<file path="config.mk">
export PLATFORM = sky130hd
export DESIGN_NAME = ps2_key_tracker
export DESIGN_NICKNAME = d
export VERILOG_FILES = /design/src/rtl/ps2_key_tracker.sv
export SDC_FILE = /design/constraint.sdc
export NUM_CORES = 1
export LEC_CHECK = 0
export BUFFER_PORTS_ARGS = -buffer_cell sky130_fd_sc_hd__buf_2
export CORE_AREA = 2 2 39 41
export CTS_CLUSTER_DIAMETER = 100
export CTS_CLUSTER_SIZE = 16
export DETAILED_ROUTE_END_ITERATION = 10
export DIE_AREA = 0 0 41 43
export SYNTH_ARGS = -nofsm -noshare
export SYNTH_HDL_FRONTEND = slang
export SYNTH_SLANG_ARGS = --single-unit
export TNS_END_PERCENT = 10
</file>
<file path="constraint.sdc">
create_clock -name clk -period 1.4 [get_ports clk]
set_clock_uncertainty 0.2 [all_clocks]
set_input_delay 0.14 -clock clk [delete_from_list [all_inputs] [get_ports clk]]
set_output_delay 0.14 -clock clk [all_outputs]
set_load 0.03 [all_outputs]
</file>
<file path="src/rtl/ps2_key_tracker.sv">
// ps2_key_tracker
// Follows the PS/2 Set-2 byte stream and tracks the held/released state of
// one key. The key is selected by KEY_CODE/KEY_EXT. E0 (extended) and F0
// (break) prefixes are decoded. Typematic repeats are absorbed, so rise
// fires once per physical press.
//
// Optional build macro: KEY_TIMEOUT_EN
//   When defined, a pending prefix is abandoned after TIMEOUT_CYCLES quiet
//   cycles. When undefined, a pending prefix waits indefinitely for the
//   next byte, and TIMEOUT_CYCLES is ignored.
//
// Handshake: code_byte is sampled only on cycles where code_valid=1. There
// is no backpressure; every strobed byte is consumed on that edge unless
// flush is high on the same cycle, in which case the byte is dropped.
//
// Outputs pressed/rise/fall are all registered. They change on the edge
// that samples the completing byte (or flush), so they become visible in
// the following cycle.
module ps2_key_tracker #(
    parameter logic [7:0]  KEY_CODE       = 8'h29,
    parameter logic        KEY_EXT        = 1'b0,
    parameter int unsigned TIMEOUT_CYCLES = 1_000_000
) (
    input  logic       clk,
    input  logic       resetN,
    input  logic [7:0] code_byte,
    input  logic       code_valid,
    input  logic       flush,
    output logic       pressed,
    output logic       rise,
    output logic       fall
);

    localparam logic [7:0] BYTE_EXT = 8'hE0;
    localparam logic [7:0] BYTE_BRK = 8'hF0;

    typedef enum logic [1:0] {
        IDLE    = 2'd0,
        EXT     = 2'd1,
        BRK     = 2'd2,
        EXT_BRK = 2'd3
    } state_t;

    state_t state;

    logic is_ext;
    logic is_brk;
    logic plain_hit;
    logic ext_hit;
    logic timeout_hit;

    // Classify the incoming byte. A key hit is qualified by the key's
    // extended flag, so an extended code never matches a plain key and
    // a plain code never matches an extended key.
    always_comb begin
        is_ext    = (code_byte == BYTE_EXT);
        is_brk    = (code_byte == BYTE_BRK);
        plain_hit = (code_byte == KEY_CODE) && !KEY_EXT;
        ext_hit   = (code_byte == KEY_CODE) && KEY_EXT;
    end

`ifdef KEY_TIMEOUT_EN
    localparam int unsigned CNT_W = (TIMEOUT_CYCLES > 1) ? $clog2(TIMEOUT_CYCLES) : 1;
    localparam logic [CNT_W-1:0] CNT_LAST = CNT_W'(TIMEOUT_CYCLES - 1);

    logic [CNT_W-1:0] quiet_cnt;

    // Count quiet cycles while a prefix is pending. Any byte, IDLE,
    // flush or an expiry restarts the count.
    always_ff @(posedge clk or negedge resetN) begin
        if (!resetN) begin
            quiet_cnt <= '0;
        end else if (flush || code_valid || (state == IDLE) || timeout_hit) begin
            quiet_cnt <= '0;
        end else begin
            quiet_cnt <= quiet_cnt + CNT_W'(1);
        end
    end

    // Expiry applies only on cycles with no byte; a byte arriving on the
    // expiry cycle is decoded normally instead.
    always_comb begin
        timeout_hit = (state != IDLE) && !code_valid && (quiet_cnt == CNT_LAST);
    end
`else
    // Without the timeout option, a pending prefix never expires.
    always_comb begin
        timeout_hit = 1'b0;
    end
`endif

    // Prefix decoder plus make/break handling. Pulses default low every
    // cycle, so each one lasts exactly one cycle.
    always_ff @(posedge clk or negedge resetN) begin
        if (!resetN) begin
            state   <= IDLE;
            pressed <= 1'b0;
            rise    <= 1'b0;
            fall    <= 1'b0;
        end else begin
            rise <= 1'b0;
            fall <= 1'b0;
            if (flush) begin
                // Flush drops any byte on this cycle and releases the key.
                state   <= IDLE;
                pressed <= 1'b0;
                fall    <= pressed;
            end else if (code_valid) begin
                unique case (state)
                    IDLE: begin
                        if (is_ext) begin
                            state <= EXT;
                        end else if (is_brk) begin
                            state <= BRK;
                        end else begin
                            state <= IDLE;
                            if (plain_hit) begin
                                pressed <= 1'b1;
                                rise    <= !pressed;
                            end
                        end
                    end
                    EXT: begin
                        if (is_brk) begin
                            state <= EXT_BRK;
                        end else if (is_ext) begin
                            state <= EXT;
                        end else begin
                            state <= IDLE;
                            if (ext_hit) begin
                                pressed <= 1'b1;
                                rise    <= !pressed;
                            end
                        end
                    end
                    BRK: begin
                        // A fresh E0 after F0 means the stream resynced;
                        // it starts a new extended sequence.
                        if (is_ext) begin
                            state <= EXT;
                        end else if (is_brk) begin
                            state <= BRK;
                        end else begin
                            state <= IDLE;
                            if (plain_hit) begin
                                pressed <= 1'b0;
                                fall    <= pressed;
                            end
                        end
                    end
                    EXT_BRK: begin
                        if (is_ext) begin
                            state <= EXT;
                        end else if (is_brk) begin
                            state <= EXT_BRK;
                        end else begin
                            state <= IDLE;
                            if (ext_hit) begin
                                pressed <= 1'b0;
                                fall    <= pressed;
                            end
                        end
                    end
                    default: begin
                        state <= IDLE;
                    end
                endcase
            end else if (timeout_hit) begin
                // Abandoned prefix: back to IDLE, key state untouched.
                state <= IDLE;
            end
        end
    end

endmodule

</file>
==> impl_metrics.json <==
{
  "status": "finished, violations left",
  "violations": "negative hold slack",
  "final_max_slew_viol_count": 0,
  "first_pass_iters": 1,
  "cp.arrival_ns": 1.28,
  "power_density_nw_per_um2": 840,
  "start_kind": "flop",
  "dp_cells": 55,
  "worst_pin_slew_ns": 0.219,
  "final_area_um2": 424,
  "cap_violations": 0,
  "start_util": 0.181,
  "ys_types": 15,
  "slew_headroom": 0.854,
  "routabilityCongestion": 0.718,
  "drive_gt1_frac": 0.468,
  "synthTopCellsByCount": "dfrtp_1, nand2_1, a21oi_1, nand4_1, nor2_1",
  "wl_per_cell_um": 9.21,
  "max_freq_mhz": 741,
  "synth_top_area_cell": "dfrtp_1",
  "area_growth_pct": 69.5,
  "synth_ff_type": "dfrtp_1",
  "async_flop_share": 1.00,
  "dp_hpwl_um": 467,
  "core_um2": 1380,
  "ir_drop_v": 0.000451,
  "viasPerCell": 4.16,
  "ys_seq_elements": 5,
  "synth-seq-area-share": 0.500,
  "worstReg2RegEnd": "pressed",
  "vias": 262,
  "synth_area_leaders": "dfrtp_1, and4bb_1, and4bb_2",
  "diodes": 0,
  "synth_cells": 24,
  "syn_area_um2": 250,
  "yosysMostFrequentCell": "dfrtp_1",
  "cts_num_sinks": 5,
  "setup_viol": 0,
  "clk_path_buf_depth": 2,
  "dieHeight_um": 43,
  "die_x_um": 41,
  "stdcell_count": 63,
  "groute.usage.overall": 0.0865,
  "ioPinCount": 15,
  "p_leak_nw": 0.209,
  "syn_avg_cell_area_um2": 10.4,
  "whs_ns": -0.0126,
  "drtIter0Drc": 0,
  "grt_max_degree": 7,
  "fin_crit_ns": 1.35,
  "die_area_um2": 1760,
  "num_rows": 14,
  "reg2reg_from": "state[0]",
  "multi_input_area_um2": 131,
  "layout.area.seq_um2": 125,
  "clk_pin_slew_ns": 0.05,
  "rsz0062_at_grt": "true",
  "ctsRootBufferMaster": "clkbuf_4",
  "synth_top_area_share": 0.500,
  "end_kind": "flop",
  "cts_tree": "done",
  "drc": 0,
  "fill_cells": 146,
  "nets": 60,
  "grt_pass1_vias": 266,
  "holdPathEnd": "state[0]",
  "p_total_uw": 356,
  "synth_edf_count": 0,
  "syn_nets": 36,
  "cts_buffers": 3,
  "clkLatencyLatePin_ns": 0.24,
  "portBuffers": 14,
  "antenna_found_initial": 0,
  "placed_area_um2": 348,
  "crit_fanout": 2,
  "cts_setup_buffers": 0,
  "ant_nets": 0,
  "rr_worst_depth": 3,
  "critPathKind": "flop to flop",
  "whs_path_depth": 4,
  "grt_pass1_wl_um": 924,
  "critPathRequiredTime_ns": 1.33,
  "period_share": 0.964,
  "min_path_type": "primary input to flop",
  "tns_ns": 0,
  "min_from": "code_byte[2]",
  "hold_viol_final": 1,
  "drt-total-wl_um": 580,
  "htreeDepth": 1,
  "grt_remaining_overflow": 0,
  "r2r_slack_ns": 0.05,
  "ys.warnings.count": 0
}
cells by family after synthesis:
kind of cell | share of synthesized area
mux | 0.0450
simple gates | 0.350
flops | 0.500
buf+inv | 0.0150
compound gates | 0.0900
cell usage in the layout (no fill, tap or decap), drive strengths merged:
master       count
o21ai            1
dlygate4sd3      4
mux2             1
and4bb           2
buf             15
nor2b            1
a21oi            2
nand4            2
nand2            3
a211oi           1
clkbuf           4
nor4             1
nor2             2
nor3b            1
inv              1
nand2b           1
dfrtp            5
layout make-up:
class                           count  area share
Multi-Input combinational cell     18       0.310
Sequential cell                     5       0.295
Timing Repair Buffer               19       0.277
Clock buffer                        4      0.0619
Tap cell                           16      0.0472
Inverter                            1     0.00885
metal layers:
metal | GRT usage | up-vias | wire (um) | share of wire
li1 | - | 133 | - | -
met1 | 0.0680 | 119 | 221 | 0.38
met2 | 0.138 | 10 | 290 | 0.50
met3 | 0.0942 | 0 | 69 | 0.12
met4 | 0.0200 | 0 | 0 | 0
met5 | 0 | - | 0 | 0
worst max-delay path, cell delays in order, from the launching register on:
cell,delay (ns)
dfrtp_1,0.36
and4bb_1,0.24
nand4_1,0.12
mux2_4,0.32
per-stage QoR:
stage	utilization	setup WS [ns]
floorplan	-	0.0281
detailed placement	0.251	0.0143
CTS	0.299	0.00435
global route	0.307	-0.00506
global placement	0.251	0.0331
finish	0.307	0.0509
report_power, final:
group,internal [mW],switching [mW]
Combinational,0.0247,0.0169
Sequential,0.146,0.000526
Clock,0.108,0.0600
Total,0.279,0.0775
registers in the layout, indices dropped and copies added, names as in the netlist:
signal   count
fall         1
state        2
rise         1
pressed      1
what timing repair did:
item	CTS	global route
gates resized for setup	0	2
setup endpoints to repair	0	2
endpoints found under the hold margin	9	0
hold buffers	4	0
worst max path at each step:
stage / from / endpoint / slack, ns / cells past startpoint
final: state[0] / pressed / 0.05 / 3
after global routing: state[0] / pressed / -0.005 / 3
after CTS: state[0] / pressed / 0.004 / 3
after detailed placement: state[0] / pressed / 0.01 / 3
after global placement: state[0] / pressed / 0.03 / 3
after floorplan: state[0] / pressed / 0.03 / 3
(Power assumes the default switching activity.)
